$ cat src/rtl/mem_access_unit_if.sv
// Request/response handshake and data-side memory port of the load/store unit.
// master is the requester/memory side; slave is the unit itself.
interface mem_access_unit_if #(
   parameter int N = 32,
   parameter int M = 10
);
   logic         req_valid;
   logic         req_ready;
   logic         req_we;
   logic [1:0]   req_size;
   logic         req_signed;
   logic [M+1:0] req_addr;
   logic [N-1:0] req_wdata;

   logic         resp_valid;
   logic         resp_ready;
   logic [N-1:0] resp_data;
   logic         resp_err;

   logic [M+1:0] mem_address;
   logic [N-1:0] mem_mask;
   logic         mem_wf;
   logic [N-1:0] mem_w;
   logic [N-1:0] mem_v;

   modport master (
      output req_valid, req_we, req_size, req_signed, req_addr, req_wdata,
      output resp_ready, mem_v,
      input  req_ready, resp_valid, resp_data, resp_err,
      input  mem_address, mem_mask, mem_wf, mem_w
   );

   modport slave (
      input  req_valid, req_we, req_size, req_signed, req_addr, req_wdata,
      input  resp_ready, mem_v,
      output req_ready, resp_valid, resp_data, resp_err,
      output mem_address, mem_mask, mem_wf, mem_w
   );
endinterface

$ cat src/rtl/mem_access_unit.sv
// Single-outstanding load/store initiator for a big-endian memory with a
// one-cycle synchronous read; all outputs come straight from flops.
module mem_access_unit #(
   parameter int N = 32,
   parameter int M = 10
) (
   input logic             clk,
   input logic             rst,
   mem_access_unit_if.slave bus
);

   typedef enum logic [1:0] {IDLE, ACCESS, LOAD_WAIT, RESP} state_t;

   state_t       state_q, state_d;
   logic         we_q, we_d;
   logic [1:0]   size_q, size_d;
   logic         signed_q, signed_d;
   logic         req_ready_q, req_ready_d;
   logic         resp_valid_q, resp_valid_d;
   logic [N-1:0] resp_data_q, resp_data_d;
   logic         resp_err_q, resp_err_d;
   logic [M+1:0] mem_address_q, mem_address_d;
   logic [N-1:0] mem_mask_q, mem_mask_d;
   logic         mem_wf_q, mem_wf_d;
   logic [N-1:0] mem_w_q, mem_w_d;

   // The byte at the access address lives in the top lane of the word.
   function automatic logic [N-1:0] place_wdata(input logic [1:0] size,
                                                input logic [N-1:0] wdata);
      case (size)
         2'b00:   return {wdata[7:0], {(N-8){1'b0}}};
         2'b01:   return {wdata[15:0], {(N-16){1'b0}}};
         default: return wdata;
      endcase
   endfunction

   function automatic logic [N-1:0] lane_mask(input logic [1:0] size);
      case (size)
         2'b00:   return {{8{1'b1}}, {(N-8){1'b0}}};
         2'b01:   return {{16{1'b1}}, {(N-16){1'b0}}};
         default: return {N{1'b1}};
      endcase
   endfunction

   function automatic logic [N-1:0] extract_load(input logic [1:0] size,
                                                 input logic sgn,
                                                 input logic [N-1:0] v);
      logic signed [7:0]  b;
      logic signed [15:0] h;
      b = v[N-1 -: 8];
      h = v[N-1 -: 16];
      case (size)
         2'b00:   return {{(N-8){sgn & b[7]}}, b};
         2'b01:   return {{(N-16){sgn & h[15]}}, h};
         default: return v;
      endcase
   endfunction

   always_comb begin
      state_d       = state_q;
      we_d          = we_q;
      size_d        = size_q;
      signed_d      = signed_q;
      resp_data_d   = resp_data_q;
      resp_err_d    = resp_err_q;
      mem_address_d = mem_address_q;
      mem_w_d       = mem_w_q;
      mem_mask_d    = '0;
      mem_wf_d      = 1'b0;

      case (state_q)
         IDLE: begin
            if (bus.req_valid) begin
               we_d     = bus.req_we;
               size_d   = bus.req_size;
               signed_d = bus.req_signed;
               if (bus.req_size == 2'b11) begin
                  state_d     = RESP;
                  resp_data_d = '0;
                  resp_err_d  = 1'b1;
               end else begin
                  // Mask/strobe are only ever non-zero for the single ACCESS cycle.
                  state_d       = ACCESS;
                  mem_address_d = bus.req_addr;
                  mem_w_d       = place_wdata(bus.req_size, bus.req_wdata);
                  mem_mask_d    = lane_mask(bus.req_size);
                  mem_wf_d      = bus.req_we;
               end
            end
         end
         ACCESS: begin
            if (we_q) begin
               state_d     = RESP;
               resp_data_d = '0;
               resp_err_d  = 1'b0;
            end else begin
               state_d = LOAD_WAIT;
            end
         end
         LOAD_WAIT: begin
            state_d     = RESP;
            resp_data_d = extract_load(size_q, signed_q, bus.mem_v);
            resp_err_d  = 1'b0;
         end
         RESP: begin
            if (bus.resp_ready) state_d = IDLE;
         end
         default: state_d = IDLE;
      endcase

      req_ready_d  = (state_d == IDLE);
      resp_valid_d = (state_d == RESP);
   end

   always_ff @(posedge clk) begin
      if (rst) begin
         state_q       <= IDLE;
         we_q          <= 1'b0;
         size_q        <= 2'b00;
         signed_q      <= 1'b0;
         req_ready_q   <= 1'b1;
         resp_valid_q  <= 1'b0;
         resp_data_q   <= '0;
         resp_err_q    <= 1'b0;
         mem_address_q <= '0;
         mem_mask_q    <= '0;
         mem_wf_q      <= 1'b0;
         mem_w_q       <= '0;
      end else begin
         state_q       <= state_d;
         we_q          <= we_d;
         size_q        <= size_d;
         signed_q      <= signed_d;
         req_ready_q   <= req_ready_d;
         resp_valid_q  <= resp_valid_d;
         resp_data_q   <= resp_data_d;
         resp_err_q    <= resp_err_d;
         mem_address_q <= mem_address_d;
         mem_mask_q    <= mem_mask_d;
         mem_wf_q      <= mem_wf_d;
         mem_w_q       <= mem_w_d;
      end
   end

   assign bus.req_ready   = req_ready_q;
   assign bus.resp_valid  = resp_valid_q;
   assign bus.resp_data   = resp_data_q;
   assign bus.resp_err    = resp_err_q;
   assign bus.mem_address = mem_address_q;
   assign bus.mem_mask    = mem_mask_q;
   assign bus.mem_wf      = mem_wf_q;
   assign bus.mem_w       = mem_w_q;

endmodule
$ cat src/flat_wrapper.sv
// flat-port wrapper written by rule: the top's interface ports become plain ports
module mem_access_unit_flat 
#(
   parameter int N = 32,
   parameter int M = 10
)
  (clk, rst, bus_req_valid, bus_req_we, bus_req_size, bus_req_signed, bus_req_addr, bus_req_wdata, bus_resp_ready, bus_mem_v, bus_req_ready, bus_resp_valid, bus_resp_data, bus_resp_err, bus_mem_address, bus_mem_mask, bus_mem_wf, bus_mem_w);
  mem_access_unit_if #(.N(N), .M(M)) bus_i ();
  input logic clk;
  input logic rst;
  input wire logic [$bits(bus_i.req_valid)-1:0] bus_req_valid;
  input wire logic [$bits(bus_i.req_we)-1:0] bus_req_we;
  input wire logic [$bits(bus_i.req_size)-1:0] bus_req_size;
  input wire logic [$bits(bus_i.req_signed)-1:0] bus_req_signed;
  input wire logic [$bits(bus_i.req_addr)-1:0] bus_req_addr;
  input wire logic [$bits(bus_i.req_wdata)-1:0] bus_req_wdata;
  input wire logic [$bits(bus_i.resp_ready)-1:0] bus_resp_ready;
  input wire logic [$bits(bus_i.mem_v)-1:0] bus_mem_v;
  output wire logic [$bits(bus_i.req_ready)-1:0] bus_req_ready;
  output wire logic [$bits(bus_i.resp_valid)-1:0] bus_resp_valid;
  output wire logic [$bits(bus_i.resp_data)-1:0] bus_resp_data;
  output wire logic [$bits(bus_i.resp_err)-1:0] bus_resp_err;
  output wire logic [$bits(bus_i.mem_address)-1:0] bus_mem_address;
  output wire logic [$bits(bus_i.mem_mask)-1:0] bus_mem_mask;
  output wire logic [$bits(bus_i.mem_wf)-1:0] bus_mem_wf;
  output wire logic [$bits(bus_i.mem_w)-1:0] bus_mem_w;
  assign bus_i.req_valid = bus_req_valid;
  assign bus_i.req_we = bus_req_we;
  assign bus_i.req_size = bus_req_size;
  assign bus_i.req_signed = bus_req_signed;
  assign bus_i.req_addr = bus_req_addr;
  assign bus_i.req_wdata = bus_req_wdata;
  assign bus_i.resp_ready = bus_resp_ready;
  assign bus_i.mem_v = bus_mem_v;
  assign bus_req_ready = bus_i.req_ready;
  assign bus_resp_valid = bus_i.resp_valid;
  assign bus_resp_data = bus_i.resp_data;
  assign bus_resp_err = bus_i.resp_err;
  assign bus_mem_address = bus_i.mem_address;
  assign bus_mem_mask = bus_i.mem_mask;
  assign bus_mem_wf = bus_i.mem_wf;
  assign bus_mem_w = bus_i.mem_w;
  mem_access_unit #(.N(N), .M(M)) u_core (.clk(clk), .rst(rst), .bus(bus_i));
endmodule
$ cat config.mk
export PLATFORM = sky130hd
export DESIGN_NAME = mem_access_unit_flat
export DESIGN_NICKNAME = d
export VERILOG_FILES = /design/src/rtl/mem_access_unit_if.sv /design/src/rtl/mem_access_unit.sv /design/src/flat_wrapper.sv
export SDC_FILE = /design/constraint.sdc
export NUM_CORES = 1
export LEC_CHECK = 0
export ABC_CLOCK_PERIOD_IN_PS = 3700
export BUFFER_PORTS_ARGS = -buffer_cell sky130_fd_sc_hd__buf_2
export CAP_MARGIN = 20
export CORE_MARGIN = 2
export CORE_UTILIZATION = 35
export DETAILED_ROUTE_END_ITERATION = 7
export MAX_ROUTING_LAYER = met4
export REMOVE_ABC_BUFFERS = 1
export SLEW_MARGIN = 20
export SYNTH_ARGS = -nofsm -noshare
export SYNTH_HDL_FRONTEND = slang
export SYNTH_SLANG_ARGS = --single-unit
export TNS_END_PERCENT = 1
$ cat constraint.sdc
create_clock -name clk -period 3.7 [get_ports clk]
set_input_delay 0 -clock clk [delete_from_list [all_inputs] [get_ports clk]]
set_output_delay 0 -clock clk [all_outputs]
set_load 0.02 [all_outputs]
# Yosys cells after proc, flatten, opt, wreduce, memory -nomap -nowiden
# Cells that the tools add are included.
# op_classes
n_eq_ne,10
mux,16
n_bitwise,4
n_reduce_logical,9
# op_table
cell,n
case mux 32 bit (2 select lines),2
two-way mux 32 bit,3
case mux 32 bit (3 select lines),1
case mux 24 bit (2 select lines),1
"equality test 2 bit, second input constant",4
zero test 2 bit,4
case mux 2 bit (4 select lines),1
"equality test 2 x 1 -> 1 bit, second input constant",3
two-way mux 2 bit,3
two-way mux 1 bit,4
"inequality test 2 x 1 -> 1 bit, second input constant",2
AND reduction 4 bit,1
OR reduction 4 bit,1
NOT 1 bit,3
case mux 1 bit (3 select lines),1
AND reduction 3 bit,1
nonzero test 3 bit,1
"inequality test 2 bit, second input constant",1
AND reduction 2 bit,1
bitwise AND 1 bit,1
# word_totals
regBits,118
out_inout_bits,112

# Logic depth before layout (Yosys ltp)
# Gate-level depths: netlist of run 1.
# depth
ltp_word,5
ltp_mapped,8

# Worst setup path after synthesis of run 1
# OpenSTA, ideal clock, no wires.
# synth_timing
kind,flip-flop to flip-flop
startpoint,register u_core.state_q[0]
endpoint,register u_core.mem_w_q[29] (netlist: u_core.bus.mem_w[29])
setup_ns,0.071
arrival_time_ns,1.568
setup_slack_ns,2.062
path_stages_with_launch,9
period_less_slack_ns,1.638
cell_sequence,dfxtp_1 inv_1 ha_1 and2_1 clkbuf_1 nand2_1 buf_2 nand2_1 a21oi_1
# synth_between
elab_chain_cells,2
# synth_rtl
item,line,text
start: declaration,mem_access_unit.sv:14,"state_t state_q, state_d;"
start signal: assignment,mem_access_unit.sv:130,state_q <= state_d;
zero test 2 bit,mem_access_unit.sv:71,case (state_q)
AND reduction 3 bit (no line),--,
end signal: assignment,mem_access_unit.sv:141,mem_w_q <= mem_w_d;
end: declaration,mem_access_unit.sv:25,"logic [N-1:0] mem_w_q, mem_w_d;"
# No other way between the ends.
# A chain may end at the register's enable or synchronous reset.

# Worst setup path in the final report of run 1
# layout_timing
startpoint,register u_core.state_q[0]
endpoint,register u_core.resp_data_q[16] (netlist: u_core.bus.resp_data[16])
# layout_between
elab_chain_cells,3
elab_cells_between_ends,9
cone_classes,5 x eq/ne; 1 x mux; 3 x reduce/logical
# layout_rtl
item,line,text
"equality test 2 x 1 -> 1 bit, or another cell as far along",mem_access_unit.sv:71,
"inequality test 2 x 1 -> 1 bit (no line), or another cell as far along",--,
AND reduction 4 bit (no line),--,
end signal: assignment,mem_access_unit.sv:136,resp_data_q <= resp_data_d;
end: declaration,mem_access_unit.sv:20,"logic [N-1:0] resp_data_q, resp_data_d;"
# Several ways; a longest one is shown, not always the timed one.

==> results of run 1 <==
==> how the worst min path moves through the flow <==
stage                                             end  slack (ns)  cells after the start
6_report            u_core.bus.mem_w[16]$_SDFFE_PP0P_       0.002                      3
5_1_grt         u_core.bus.resp_data[30]$_SDFFE_PP0P_        0.02                      3
4_1_cts         u_core.bus.resp_data[30]$_SDFFE_PP0P_      0.0007                      3
3_5_place_dp             u_core.bus.mem_wf$_SDFF_PP0_        0.23                      2
3_3_place_gp             u_core.bus.mem_wf$_SDFF_PP0_        0.23                      2
2_1_floorplan  u_core.bus.mem_address[0]$_SDFFE_PP0P_        0.07                      1
==> layout make-up <==
class                   count  area [um^2]
clock inverters             3        15.01
multi-input cells         310         2039
clock buffers              12        266.5
repair buffers            268         1692
inverters                   5        18.77
well taps                 147        183.9
diodes                      1        2.502
fillers                  1128         5962
flip-flops and latches     89         1782
==> logic make-up (layout without fill, tap and decap cells) <==
| family | after synthesis | in the layout |
|---|---|---|
| multiplexers | 8 | 8 |
| buffers and inverters | 75 | 288 |
| AND/OR/NAND/NOR | 163 | 163 |
| AO/OA/AOI/OAI | 133 | 133 |
| other | 0 | 1 |
| adder cells (fa/ha/maj) | 5 | 5 |
| XOR/XNOR | 1 | 1 |
| flip-flops | 89 | 89 |
==> critical path: cells and delay by family, from the launching register on <==
kind / cells / cell delay [ns]
buf+inv: 1 / 0.12
simple gates: 2 / 1.05
fa+ha+maj: 1 / 0.26
flops: 1 / 0.43
compound gates: 1 / 0.14
==> Yosys cell counts (4+ instances only) <==
cell type,number
a21oi_1,42
o41ai_2,7
ha_1,5
buf_4,31
dfxtp_1,89
o211ai_1,7
inv_1,5
o31ai_1,4
buf_6,5
o31ai_2,14
mux2i_1,7
nor2_1,31
a211oi_1,18
buf_2,15
nand2_1,50
a22oi_1,16
o21ai_0,9
nor2b_1,39
nand3b_1,33
clkbuf_1,17
o41ai_1,8
==> metrics by stage <==
stage	instances	power [mW]	worst slack, ns
2_1_floorplan	404	1.839	1.221
3_3_place_gp	752	2.208	1.427
3_5_place_dp	752	2.233	1.314
4_1_cts	834	3.162	1.313
5_1_grt	835	3.316	1.334
6_report	835	3.135	1.529
==> sequential cells by signal (all words and copies together) (netlist names) <==
name,flops
u_core.bus.mem_w,32
u_core.signed_q,1
u_core.bus.resp_data,32
u_core.bus.mem_address,12
u_core.state_q,2
u_core.bus.resp_valid,1
u_core.we_q,1
u_core.bus.req_ready,1
u_core.bus.mem_wf,1
u_core.size_q,2
u_core.bus.mem_mask,3
u_core.bus.resp_err,1
==> metal layers <==
metal | share of wire, % | vias to the layer above
li1 | - | 2065
met1 | 44 | 1976
met2 | 49 | 123
met3 | 3.4 | 40
met4 | 3.9 | 0
met5 | 0 | -
==> timing repair <==
item                                    4_1_cts  5_1_grt
hold buffers                                 67        0
resized for setup                             0        0
endpoints found under the setup margin        0        0
buffers inserted                              0        0
hold endpoints to repair                     68        0
==> power by group <==
part	internal, mW	switching (mW)	total (mW)	leakage, nW
combinational	0.375	0.742	1.12	1.87
sequential	1.08	0.0761	1.15	0.724
clock	0.503	0.362	0.864	0.144
total	1.96	1.18	3.13	2.74
==> reports/results.txt, run 1 <==
R2R Setup Slk -> 1.53 ns
Vias/cell -> 5.035
Num CTS Buffers -> 9
crit-path cells -> inv_1, ha_1, nand2b_4, or2_1, o31ai_1
routed vias -> 4,204
M1 GR Usage -> 23.05%
most used routing layer -> met2
Adder-Cell Fraction of Synth Area -> 1.465%
Total GRT Usage -> 19.53%
Std-Cell Rows -> 40
fmax -> 460.7 MHz
Worst Skew -> 0.002490 ns
area of the core -> 11,960 um^2
WL/cell -> 15.28 um
Synth Area in Compound Gates -> 23.76%
Final Cell Area -> 6000 um^2
number of remaining DRC errors -> 0
Syn Std Cell Area -> 4272 um^2
CP max stage cell -> or2_1
Clock Latency Late Sink -> 0.34 ns
worst r2r src -> u_core.state_q[0]$_SDFF_PP0_
Initial Utilization -> 35.71%
clock root cell -> clkbuf_16
Mapped Cells -> 474
crit start category -> flip-flop
final wirelength -> 12,760 um
dominant synthesized flop cell -> dfxtp_1
final setup fails -> 0
final hold viol count -> 0
fin. max-slew vios -> 0
required time of the critical path -> 3.89 ns
syn avg cell area -> 9.012 um^2
TritonCTS clock tree -> done
FF-to-FF End -> u_core.bus.resp_data[16]$_SDFFE_PP0P_
largest family of logic cells by synthesized area -> compound AO/OA/AOI/OAI gates
post-synthesis sequential area ratio -> 41.71%
DR pass1 iterations -> 5
fraction of layout cells with a size suffix above 1 -> 35.37%
H-tree levels -> 3
P&R area growth vs syn -> 40.45%
Max Fanout on Critical Path -> 17
final period utilization -> 58.67%
Placed Area -> 5042 um^2
Critical path origin -> u_core.state_q[0]$_SDFF_PP0_
Netlist cell types -> 38
met2 usage -> 31.28%
Rel. slew slack -> 36.26%
Least-Margin Pin Slew -> 0.9561 ns
CP Capture Type -> flip-flop
largest net degree at the start of global routing -> 90
mux share of post-synthesis cell area -> 1.904%
clk sinks -> 89
top cell type's share of synthesized area -> 41.71%
status -> complete, no violations
Max-cap violations -> 0
maximum VDD drop -> 0.4101 mV
Fin Hold WS -> 0.001600 ns
Leak -> 2.740 nW
Layout Utilization -> 50.16%
global placement routability congestion -> 0.8056
grt total ovfl -> 0
remaining antenna violation count -> 0
most common cell after layout, fill and taps aside -> buf_2
Simple-Gate Fraction of Synth Area -> 20.33%
Worst Hold Class -> in2reg
antenna violations before repair -> 1
HPWL Detailed -> 8145 um
XOR/XNOR Fraction of Synth Area -> 0.2050%
Synth area leader -> dfxtp_1
input/output buffers -> 195
slowest stage delay, CP -> 0.79 ns
CTS clock-pin slew for the worst setup and hold paths -> 0.06 ns
most frequent cells in the layout -> buf_2, dfxtp_1, dlygate4sd3_1
synth warn -> 0
Die ar. -> 13,100 um^2
Die Height -> 114.5 um
flops & latches, synth -> 89
TNS Setup -> 0 ns
M3 GR Usage -> 3.176%
Die Wd -> 114.5 um
Nets -> 772
first-pass GRT wire length -> 19,760 um
Post-synth EDFFs -> 0
initial DRC count -> 318
Worst EP arrival -> 2.36 ns
top cells by area, synth -> dfxtp_1, nand3b_1, nor2b_1
IO Count -> 196
pwr/cell area -> 522.5 nW/um^2
ys async rst share -> 0%
Hold Crit Start -> bus_req_wdata[16]
worst setup path end -> u_core.bus.resp_data[16]$_SDFFE_PP0P_
vias in the first global route -> 4,028
Register-to-Register Path Depth -> 5
CP Class -> reg2reg
RSZ-0062 raised after global routing -> no
clock buffer depth -> 2
Final min period -> 2.171 ns
(Power assumes the default switching activity.)
==> run 2, diff against run 1 <==
--- a/config.mk
+++ b/config.mk
@@ -5,13 +5,15 @@
 export SDC_FILE = /design/constraint.sdc
 export NUM_CORES = 1
 export LEC_CHECK = 0
-export ABC_CLOCK_PERIOD_IN_PS = 3700
+export ABC_AREA = 1
+export ABC_CLOCK_PERIOD_IN_PS = 1790
 export BUFFER_PORTS_ARGS = -buffer_cell sky130_fd_sc_hd__buf_2
 export CAP_MARGIN = 20
 export CORE_MARGIN = 2
 export CORE_UTILIZATION = 35
 export DETAILED_ROUTE_END_ITERATION = 7
 export MAX_ROUTING_LAYER = met4
+export PLACE_DENSITY = 0.65
 export REMOVE_ABC_BUFFERS = 1
 export SLEW_MARGIN = 20
 export SYNTH_ARGS = -nofsm -noshare
==> constraint.sdc (replaced) <==
create_clock -name clk -period 1.79 [get_ports clk]
set_input_delay 0 -clock clk [delete_from_list [all_inputs] [get_ports clk]]
set_output_delay 0 -clock clk [all_outputs]
set_load 0.02 [all_outputs]
==> reports/results.txt, run 2 <==
status -> complete, no violations
syn avg cell area -> 6.943 um^2 (-23%)
Vias/cell -> 4.779 (-5.1%)
remaining antenna violation count -> 0 (unchanged)
CP Capture Type -> flip-flop
final period utilization -> 92.61% (+34 points)
pwr/cell area -> 1057 nW/um^2 (+100%)
fraction of layout cells with a size suffix above 1 -> 28.89% (-6.5 points)
most common cell after layout, fill and taps aside -> buf_2
Die ar. -> 13,000 um^2 (-0.82%)
antenna violations before repair -> 0 (-1)
required time of the critical path -> 2.05 ns (-1.84 ns)
Fin Hold WS -> 0.01139 ns (+0.009789 ns)
Finished Layout Cells -> 964 (+15%)
most numerous cell in the Yosys netlist -> nand2_1
Mapped Cells -> 610 (+29%)
Die Height -> 114.0 um (-0.41%)
final hold viol count -> 0 (unchanged)
fin. max-slew vios -> 0 (unchanged)
final setup fails -> 0 (unchanged)
Adder-Cell Fraction of Synth Area -> 1.477% (+0.013 points)
worst slack at placement -> 0.1671 ns (-1.147 ns)
first-pass GRT wire length -> 21,090 um (+6.7%)
area of the core -> 11,910 um^2 (-0.42%)
XOR/XNOR Fraction of Synth Area -> 0% (-0.21 points)
synth warn -> 0 (unchanged)
mux share of post-synthesis cell area -> 0% (-1.9 points)
destination of the worst hold path -> u_core.bus.mem_mask[15]$_SDFF_PP0_
crit start category -> flip-flop
Rel. slew slack -> 63.26% (+27 points)
Simple-Gate Fraction of Synth Area -> 29.31% (+9.0 points)
Hold Crit Start -> bus_req_size[1]
Netlist cell types -> 23 (-39%)
Inst Count DP -> 901 (+20%)
worst hold path cell count -> 3 (unchanged)
final wirelength -> 13,510 um (+5.9%)
worst r2r src -> u_core.state_q[1]$_SDFF_PP0_
global placement routability congestion -> 0.8396 (+4.2%)
fmax -> 603.2 MHz (+31%)
IO Count -> 196 (unchanged)
R2R Setup Slk -> 0.13 ns (-1.40 ns)
number of remaining DRC errors -> 0 (unchanged)
vias in the first global route -> 4,381 (+8.8%)
Leak -> 2.844 nW (+3.8%)
Antenna diodes -> 0 (-1)
input/output buffers -> 195 (unchanged)
flops & latches, synth -> 89 (unchanged)
clock root cell -> clkbuf_16
RSZ-0062 raised after global routing -> no
Initial Utilization -> 35.56% (-0.15 points)
Least-Margin Pin Slew -> 0.5491 ns (-0.4070 ns)
Nets -> 901 (+17%)
Synth Area in Compound Gates -> 14.15% (-9.6 points)
Max Fanout on Critical Path -> 52 (+35)
Post-synth EDFFs -> 0 (unchanged)
Max-cap violations -> 0 (unchanged)
WL/cell -> 14.02 um (-8.2%)
H-tree levels -> 3 (unchanged)
Clock Latency Late Sink -> 0.35 ns (about the same)
Layout Utilization -> 49.50% (-0.66 points)
Total GRT Usage -> 21.28% (+1.8 points)
DR pass1 iterations -> 5 (unchanged)
initial DRC count -> 416 (+31%)
CTS clock-pin slew for the worst setup and hold paths -> 0.07 ns (about the same)
clock buffer depth -> 2 (unchanged)
most frequent cells in the layout -> buf_2, nand2_1, nor2_1
FF-to-FF End -> u_core.bus.mem_w[19]$_SDFFE_PP0P_
largest family of logic cells by synthesized area -> simple AND/OR/NAND/NOR gates
Worst EP arrival -> 1.92 ns (-0.44 ns)
ys async rst share -> 0% (unchanged)
Worst Hold Class -> in2reg
Std-Cell Rows -> 40 (unchanged)
routed vias -> 4,607 (+9.6%)
maximum VDD drop -> 0.4571 mV (+11%)
P&R area growth vs syn -> 39.20%
dominant synthesized flop cell -> dfxtp_1
Worst Skew -> 0.006321 ns (+0.003831 ns)
top cell type's share of synthesized area -> 42.07% (+0.36 points)
clk sinks -> 89 (unchanged)
CP Class -> reg2reg
HPWL Detailed -> 8936 um (+9.7%)
Final min period -> 1.658 ns (-0.5130 ns)
Syn Std Cell Area -> 4235 um^2 (-0.85%)
post-synthesis sequential area ratio -> 42.07% (+0.36 points)
largest net degree at the start of global routing -> 53 (-41%)
Register-to-Register Path Depth -> 7 (+2)
grt total ovfl -> 0 (unchanged)
Die Wd -> 114.0 um (-0.41%)
Synth area leader -> dfxtp_1
TritonCTS clock tree -> done
top cells by area, synth -> dfxtp_1, nand2_1, nor2_1
commonest cells in the netlist -> nand2_1, nor2_1, dfxtp_1
Num CTS Buffers -> 9 (unchanged)
Final WS setup -> 0.1323 ns (-1.397 ns)
-- run 2: final cells by class --
type | instances | area (um^2)
Tap cell | 147 | 183.9
Fill cell | 1189 | 6016
Multi-Input combinational cell | 423 | 1903
Timing Repair Buffer | 256 | 1589
Clock buffer | 11 | 252.7
Clock inverter | 5 | 61.31
Sequential cell | 89 | 1782
Inverter | 33 | 123.9
-- run 2: cell families after synthesis --
| logic type | after synthesis |
|---|---|
| AND/OR/NAND/NOR | 305 |
| AO/OA/AOI/OAI | 113 |
| buffers and inverters | 98 |
| flip-flops | 89 |
| adder cells (fa/ha/maj) | 5 |
-- run 2: how the worst max path moves through the flow --
stage / from / end / slack [ns] / cells past startpoint
2_1_floorplan: u_core.bus.mem_mask[15]$_SDFF_PP0_ / bus_mem_mask[0] / -0.54 / 0
3_3_place_gp: u_core.state_q[0]$_SDFF_PP0_ / u_core.bus.mem_mask[23]$_SDFF_PP0_ / 0.22 / 9
3_5_place_dp: u_core.state_q[0]$_SDFF_PP0_ / u_core.bus.mem_mask[15]$_SDFF_PP0_ / 0.17 / 9
4_1_cts: u_core.state_q[0]$_SDFF_PP0_ / u_core.bus.mem_mask[15]$_SDFF_PP0_ / 0.15 / 9
5_1_grt: u_core.state_q[1]$_SDFF_PP0_ / u_core.bus.mem_w[31]$_SDFFE_PP0P_ / 0.006 / 7
6_report: u_core.state_q[1]$_SDFF_PP0_ / u_core.bus.mem_w[19]$_SDFFE_PP0P_ / 0.13 / 7
-- run 2: routing by layer --
| layer | track usage, % | vias to the layer above | share of wire, % |
|---|---|---|---|
| met5 | - | - | 0 |
| met4 | 7.398 | 0 | 2.3 |
| met3 | 6.111 | 23 | 9.4 |
| met2 | 34.21 | 237 | 46 |
| met1 | 25.59 | 2009 | 43 |
| li1 | - | 2338 | - |
-- run 2: report_power, final --
group          switching (mW)  leakage, nW  internal [mW]
Combinational            1.27         1.97          0.682
Sequential              0.115        0.726           2.18
Clock                   0.824        0.144           1.16
Total                    2.21         2.84           4.02
-- run 2: through the flow --
step / TNS [ns] / power [mW] / cell area (um^2)
3_5_place_dp: 0 / 4.198 / 5111
6_report: 0 / 6.232 / 5896
5_1_grt: 0 / 6.582 / 5896
3_3_place_gp: 0 / 4.195 / 5111
4_1_cts: 0 / 6.285 / 5896
2_1_floorplan: -8.708 / 3.423 / 3809
-- run 2: worst max-delay path, stage by stage (launching register included) --
cell and delay [ns]:
dfxtp_1 0.34, inv_1 0.12, ha_1 0.25, nand2_2 0.16, a21oi_4 0.16, buf_12 0.24
o21ai_1 0.10, a31oi_1 0.19
-- run 2: timing repair --
action | 4_1_cts | 5_1_grt
hold endpoints to repair | 48 | 0
setup buffers | 0 | 0
gates resized for setup | 0 | 0
hold buffers | 47 | 0
